===== src/rtl/usr_seq_ctrl_if.sv =====
// Command handshake between the bus-side command source and the USR sequencer.
interface usr_seq_ctrl_if #(
  parameter int unsigned WIDTH = 4,
  parameter int unsigned CNT_W = 3
);
  logic             cmd_valid;
  logic             cmd_ready;
  logic [1:0]       cmd_op;
  logic [CNT_W-1:0] cmd_cnt;
  logic [WIDTH-1:0] cmd_data;

  modport master (
    output cmd_valid, cmd_op, cmd_cnt, cmd_data,
    input  cmd_ready
  );

  modport slave (
    input  cmd_valid, cmd_op, cmd_cnt, cmd_data,
    output cmd_ready
  );
endinterface


===== src/rtl/usr_seq_ctrl.sv =====
// Sequencer driving a universal shift register from load/shift/clear commands,
// keeping a shadow copy that is fed back as the load value to emulate hold.
module usr_seq_ctrl #(
  parameter int unsigned WIDTH = 4,
  parameter int unsigned CNT_W = 3
) (
  input  logic             clk,
  input  logic             clr,
  usr_seq_ctrl_if.slave    cmd,
  output logic [1:0]       usr_sel,
  output logic             usr_shift_en,
  output logic [WIDTH-1:0] usr_data,
  output logic             usr_clr,
  output logic             busy,
  output logic             done,
  output logic [WIDTH-1:0] shadow
);

  typedef enum logic [1:0] {IDLE, RUN, FIN} state_t;
  typedef enum logic [1:0] {
    OP_LOAD  = 2'b00,
    OP_SHR   = 2'b01,
    OP_SHL   = 2'b10,
    OP_CLEAR = 2'b11
  } op_t;

  localparam logic [CNT_W-1:0] STEP_ONE = CNT_W'(1);

  state_t           state;
  op_t              op_q;
  logic [CNT_W-1:0] cnt_q;
  logic [CNT_W-1:0] step;
  logic [WIDTH-1:0] data_q;

  always_ff @(posedge clk or posedge clr) begin
    if (clr) begin
      state  <= IDLE;
      shadow <= '0;
      step   <= '0;
      op_q   <= OP_LOAD;
      cnt_q  <= '0;
      data_q <= '0;
    end else begin
      case (state)
        IDLE: begin
          if (cmd.cmd_valid) begin
            op_q   <= op_t'(cmd.cmd_op);
            cnt_q  <= cmd.cmd_cnt;
            data_q <= cmd.cmd_data;
            step   <= '0;
            state  <= RUN;
          end
        end
        RUN: begin
          case (op_q)
            OP_LOAD: begin
              shadow <= data_q;
              state  <= FIN;
            end
            OP_CLEAR: begin
              shadow <= '0;
              state  <= FIN;
            end
            default: begin
              if (cnt_q == '0) begin
                state <= FIN;
              end else begin
                if (op_q == OP_SHR) begin
                  shadow <= {1'b0, shadow[WIDTH-1:1]};
                end else begin
                  shadow <= {shadow[WIDTH-2:0], data_q[WIDTH-1]};
                  // Rotating the latched word keeps the next serial bit at the MSB,
                  // giving data[(WIDTH-1-k) mod WIDTH] on step k without an index.
                  data_q <= {data_q[WIDTH-2:0], data_q[WIDTH-1]};
                end
                step <= step + STEP_ONE;
                if (step == cnt_q - STEP_ONE) state <= FIN;
              end
            end
          endcase
        end
        FIN:     state <= IDLE;
        default: state <= IDLE;
      endcase
    end
  end

  always_comb begin
    usr_sel      = 2'b00;
    usr_shift_en = 1'b0;
    usr_data     = shadow;
    usr_clr      = clr;
    if (state == RUN) begin
      case (op_q)
        OP_LOAD:  usr_data = data_q;
        OP_CLEAR: usr_clr  = 1'b1;
        OP_SHR: begin
          if (cnt_q != '0) begin
            usr_shift_en = 1'b1;
            usr_data     = '0;
          end
        end
        OP_SHL: begin
          if (cnt_q != '0) begin
            usr_sel      = 2'b10;
            usr_shift_en = 1'b1;
            usr_data     = {{(WIDTH-1){1'b0}}, data_q[WIDTH-1]};
          end
        end
        default: ;
      endcase
    end
  end

  assign cmd.cmd_ready = (state == IDLE) && !clr;
  assign busy          = (state != IDLE);
  assign done          = (state == FIN);

endmodule


===== src/flat_wrapper.sv =====
// flat-port wrapper written by rule: the top's interface ports become plain ports
module usr_seq_ctrl_flat 
#(
  parameter int unsigned WIDTH = 4,
  parameter int unsigned CNT_W = 3
)
  (clk, clr, usr_sel, usr_shift_en, usr_data, usr_clr, busy, done, shadow, cmd_cmd_valid, cmd_cmd_op, cmd_cmd_cnt, cmd_cmd_data, cmd_cmd_ready);
  usr_seq_ctrl_if #(.WIDTH(WIDTH), .CNT_W(CNT_W)) cmd_i ();
  input  logic clk;
  input  logic clr;
  output logic [1:0] usr_sel;
  output logic usr_shift_en;
  output logic [WIDTH-1:0] usr_data;
  output logic usr_clr;
  output logic busy;
  output logic done;
  output logic [WIDTH-1:0] shadow;
  input wire logic [$bits(cmd_i.cmd_valid)-1:0] cmd_cmd_valid;
  input wire logic [$bits(cmd_i.cmd_op)-1:0] cmd_cmd_op;
  input wire logic [$bits(cmd_i.cmd_cnt)-1:0] cmd_cmd_cnt;
  input wire logic [$bits(cmd_i.cmd_data)-1:0] cmd_cmd_data;
  output wire logic [$bits(cmd_i.cmd_ready)-1:0] cmd_cmd_ready;
  assign cmd_i.cmd_valid = cmd_cmd_valid;
  assign cmd_i.cmd_op = cmd_cmd_op;
  assign cmd_i.cmd_cnt = cmd_cmd_cnt;
  assign cmd_i.cmd_data = cmd_cmd_data;
  assign cmd_cmd_ready = cmd_i.cmd_ready;
  usr_seq_ctrl #(.WIDTH(WIDTH), .CNT_W(CNT_W)) u_core (.clk(clk), .clr(clr), .cmd(cmd_i), .usr_sel(usr_sel), .usr_shift_en(usr_shift_en), .usr_data(usr_data), .usr_clr(usr_clr), .busy(busy), .done(done), .shadow(shadow));
endmodule

===== config.mk =====
export PLATFORM = sky130hd
export DESIGN_NAME = usr_seq_ctrl_flat
export DESIGN_NICKNAME = d
export VERILOG_FILES = /design/src/rtl/usr_seq_ctrl_if.sv /design/src/rtl/usr_seq_ctrl.sv /design/src/flat_wrapper.sv
export SDC_FILE = /design/constraint.sdc
export NUM_CORES = 1
export LEC_CHECK = 0
export BUFFER_PORTS_ARGS = -buffer_cell sky130_fd_sc_hd__buf_2
export CAP_MARGIN = 20
export CORE_MARGIN = 4
export CORE_UTILIZATION = 44
export CTS_CLUSTER_DIAMETER = 60
export DETAILED_ROUTE_END_ITERATION = 10
export PLACE_DENSITY = 0.67
export SETUP_SLACK_MARGIN = 0.4
export SLEW_MARGIN = 20
export SYNTH_ARGS = -nofsm -noshare
export SYNTH_HDL_FRONTEND = slang
export SYNTH_SLANG_ARGS = --single-unit

===== constraint.sdc =====
create_clock -name clk -period 4.7 [get_ports clk]
set_input_delay 0.47 -clock clk [delete_from_list [all_inputs] [get_ports clk]]
set_output_delay 0.47 -clock clk [all_outputs]
set_load 0.005 [all_outputs]

### Word level (Yosys, flattened, before mapping)

Cells that the tools add are included.

* bits in registers: 18
* latch bits: 0
* RAM bits: 0
* ROM bits: 0
* input port bits: 12
* logic and storage cells: 64
* memories kept: 0

* add/sub/neg operators: 2
* $mul: 0
* div/mod/pow operators: 0
* $lt $le $gt $ge: 0
* equal/unequal tests: 12
* shifts and indexed selects: 0
* multiplexer cells: 29
* bitwise gates (word level): 0
* reduce and logical (&&, ||, !) cells: 15

Operator list (number)
* two-way mux 4 bit: 9
* case mux 4 bit (2 select lines): 2
* two-way mux 2 bit: 7
* case mux 4 bit (3 select lines): 1
* two-way mux 3 bit: 3
* inequality test 2 bit (second input constant): 4
* equality test 2 bit (second input constant): 3
* case mux 3 bit (2 select lines): 1
* AND reduction 2 bit: 3
* two-way mux 1 bit: 5
* AND reduction 5 bit: 1
* equality test 2 x 1 -> 1 bit (second input constant): 2
* logical NOT 2 bit: 2
* inequality test 4 x 2 -> 1 bit (second input constant): 1
* case mux 2 bit (2 select lines): 1
* AND reduction 4 bit: 1
* nonzero test 2 bit: 2
* OR reduction 2 bit: 2
* adder 3 x 1 -> 3 bit (second input constant): 1
* equality test 3 bit: 1
* logical NOT 3 bit: 1
* inequality test 3 bit (second input constant): 1
* nonzero test 3 bit: 1
* subtractor 3 x 1 -> 3 bit (second input constant): 1
* 2 further kinds: 2

### Depth between registers and ports, before layout

* depth in word-level cells: 6
* depth in mapped cells: 7

### Least setup slack after synthesis

Ideal clock, no wire load.

* kind: reg-to-output
* start point: register u_core.cnt_q[0]
* end point: output usr_data[0]
* data arrival time: 1.158 ns
* path slack: 3.072 ns
* stages on the path, launching flop included: 6
* cell sequence: dfrtp_1 inv_1 ha_1 nand2b_4 a32o_1 a22o_1

* cells in the longest elaborated chain, start to end: 4
* elaborated cells on any way between the ends: 5
* classes of those cells: 4 x mux; 1 x reduce/logical

Ends and longest elaborated chain
* from (decl): line usr_seq_ctrl.sv:31 `logic [CNT_W-1:0] cnt_q;`
* from (signal assigned): line usr_seq_ctrl.sv:48 `cnt_q <= cmd.cmd_cnt;`
* nonzero test 3 bit (*): line usr_seq_ctrl.sv:98, usr_seq_ctrl.sv:104
* two-way mux 4 bit (on tied branches): line usr_seq_ctrl.sv:104, usr_seq_ctrl.sv:98
* case mux 4 bit (3 select lines) (*): line usr_seq_ctrl.sv:94 `case (op_q)`
* two-way mux 4 bit (*): line usr_seq_ctrl.sv:93 `if (state == RUN) begin`
* to (decl): line flat_wrapper.sv:13 `output logic [WIDTH-1:0] usr_data;`

Every way passes the cells marked *; elsewhere a longest branch is shown, timed or not.

### Final worst setup path

* start point: register u_core.state[0]
* end point: output usr_data[0]

* cells in the longest elaborated chain, start to end: 2

Ends and longest elaborated chain
* from (decl): line usr_seq_ctrl.sv:29 `state_t state;`
* from (signal assigned): line usr_seq_ctrl.sv:37 `state <= IDLE;`
* from (signal assigned): line usr_seq_ctrl.sv:51 `state <= RUN;`
* from (signal assigned): line usr_seq_ctrl.sv:58 `state <= FIN;`
* equality test 2 x 1 -> 1 bit: line usr_seq_ctrl.sv:93
* two-way mux 4 bit: line usr_seq_ctrl.sv:93

Every way passes these cells.

==> reports/metrics.cfg <==
[sta]
fin_skew_ps=7.11
tns_ps=0
setup_violations=0
max_freq_mhz=435
layout_min_cycle_time_ps=2300
slew_viol_final=0
max_slew.worst_pin.slew_ps=729
hold_viol_final=0
slew_headroom_pct=51.4
rsz0062_at_grt=false
period_share_pct=49.0

[synthesis]
avgSynthCellArea_um2=9.76
yosysWarnings=0
synth_top_area_share_pct=37.8
netlist_instances=122
syn_area_um2=1190
yosys.area.top_type=dfrtp_1
ys_seq_area_share_pct=37.8
synth.distinct_cells=35
synth_nets=141
synth_area_leaders=dfrtp_1 (38%), ha_1 (7.4%), o21ai_0 (5.5%)
synth-seq-cells=18

[power]
ir_worst_vdd_uv=337
p_leak_nw=0.665
finalPower_uw=964
powerDensity_nw_per_um2=715

[worst_hold_path]
min_path_type=in2async

[clock_tree]
ctsHtreeMaxLevel=1
clk_pin_slew_ps=110
cts_buffers=3
clkSinkCount=18
cts_tree=yes
cts-resized-gates=0
root_buffer=clkbuf_4
clock_latency_ps=300
cts_hold_buf=0
clk_path_buf_depth=2
post_cts_buffers=0

[detailed_routing]
via_per_inst=5.39
drc=0
wl_um=2490
drt-wirelength-per-cell_um=14.2
drtIter0Drc=21
drt-pass1-iter-count=4
vias=944
ant_nets=0

[worst_setup_path]
crit_arrival_ps=1830
critPathMaxFanout=15
cp.required_ps=4230
crit_type=reg2out
r2r_slack_ps=2870
cp-end-kind=primary output
crit_path_start_kind=register

[cells_and_area]
fillers=259
stdcell_area_um2=1350
area_growth_pct=13.2
nNetsFinal=165
final_cells=175
drive_above_1_share_pct=26.9
diodes=0

[floorplanning]
io_pins=27
core.rowCount=18
core_area_um2=2520
die_area_um2=3600
start_util_pct=47.2
die_width_um=60.0
die_h_um=60.0

[grt]
grt_pass1_wl_um=4230
grt-ovfl-total=0
antenna_found_initial=0
grt_max_degree=20
grt_pass1_vias=955
gr-usage-all-layers_pct=15.6

[flow_run]
cap_violations=0

[placement]
gp_congestion=0.752
placed_area_um2=1310
dpl.hpwl_um=1870
dp.cells=171
portBuffers=25

[run_status]
status=complete, no violations

[routing by layer]
| metal | up-vias | GRT usage [%] | wire length [um] |
|---|---|---|---|
| met5 | - | 0 | 0 |
| li1 | 467 | - | - |
| met1 | 448 | 18.3 | 1030 |
| met4 | 0 | 7.28 | 31 |
| met2 | 25 | 27.3 | 1300 |
| met3 | 4 | 2.59 | 128 |
[cell families (layout without fill, tap and decap cells)]
kind of cell,count (synthesis),count (layout),share of synthesized area [%]
xor gates and xnor gates,5,5,3.68
other,1,1,0.315
AOI/OAI and AO/OA,34,34,20.0
adders and majority gates,7,7,7.35
muxes,6,6,5.99
DFF,18,18,37.8
and+or+nand+nor,38,38,19.2
buffers and inverters,13,36,5.67
[per-stage QoR]
step	hold slack (ps)	setup WS, ps	utilization (%)
6_report	284	2400	53.5
3_5_place_dp	538	2750	52.0
4_1_cts	307	2390	53.5
2_1_floorplan	417	3070	-
5_1_grt	337	2230	53.5
3_3_place_gp	526	2790	52.0
[power breakdown]
group	switching, mW	leakage, nW	total [mW]	internal (mW)
clock network	0.0503	0.0210	0.0975	0.0472
logic	0.294	0.420	0.566	0.272
registers	0.0794	0.224	0.301	0.222
[worst max-delay path, stage by stage (launching register included)]
cell and delay (ps):
dfrtp_1 510, nor2b_4 360, nor2b_4 230, o21ai_2 90
a22o_1 230, buf_2 120
[registers in the layout (all words and copies together) (netlist names)]
signal / flops
u_core.data_q: 4
u_core.step: 3
u_core.state: 2
u_core.cnt_q: 3
u_core.op_q: 2
u_core.shadow: 4
[placed cells by master, fill, tap and decap left out, types with 2 or more instances in the layout]
cell	Yosys	layout
and2_1	2	2
o21ai_0	13	13
dfrtp_1	18	18
nor2b_1	3	3
a22o_1	6	6
nand3b_1	4	4
clkbuf_4	0	3
mux2_4	2	2
nor2b_4	2	2
and3_1	2	2
ha_1	7	7
inv_1	6	6
a2bb2oi_1	5	5
nand2_1	11	11
mux2i_1	3	3
nor2_1	9	9
a31oi_1	4	4
xnor2_1	4	4
buf_2	3	25
[Yosys cell counts (all sizes together)]
library cell / instances
a211oi: 1
a22o: 6
a2bb2oi: 5
a31oi: 4
a32o: 1
and2: 2
and3: 2
buf: 6
conb: 1
dfrtp: 18
ha: 7
inv: 7
mux2: 3
mux2i: 3
nand2: 12
nand2b: 1
nand3b: 4
nand4: 1
nor2: 10
nor2b: 5
o21ai: 15
o21bai: 1
o31ai: 1
or2: 1
xnor2: 4
xor2: 1
[path summary, 6_finish.rpt]
| path | start | depth (start not counted) | end |
|---|---|---|---|
| worst max-delay path | u_core.state[0]$_DFFE_PP0P_ | 5 | usr_data[0] |
| worst min-delay path | clr | 2 | u_core.step[1]$_DFFE_PP0P_ |
| worst max register to register | u_core.op_q[1]$_DFFE_PP0P_ | 5 | u_core.shadow[0]$_DFFE_PP0P_ |
| worst min register to register | u_core.shadow[3]$_DFFE_PP0P_ | 2 | u_core.shadow[3]$_DFFE_PP0P_ |
| max in group asynchronous | clr | 2 | u_core.shadow[2]$_DFFE_PP0P_ |
| min in group clk | cmd_cmd_cnt[0] | 3 | u_core.cnt_q[0]$_DFFE_PP0P_ |
[area by class of cell]
type	count	area [um2]	area share (%)
inverters	7	26.3	1.95
repair buffers	25	125	9.28
multi-input cells	91	673	49.9
clock buffers	4	36.3	2.69
well taps	30	37.5	2.78
flip-flops and latches	18	450	33.4
(Power assumes the default switching activity.)
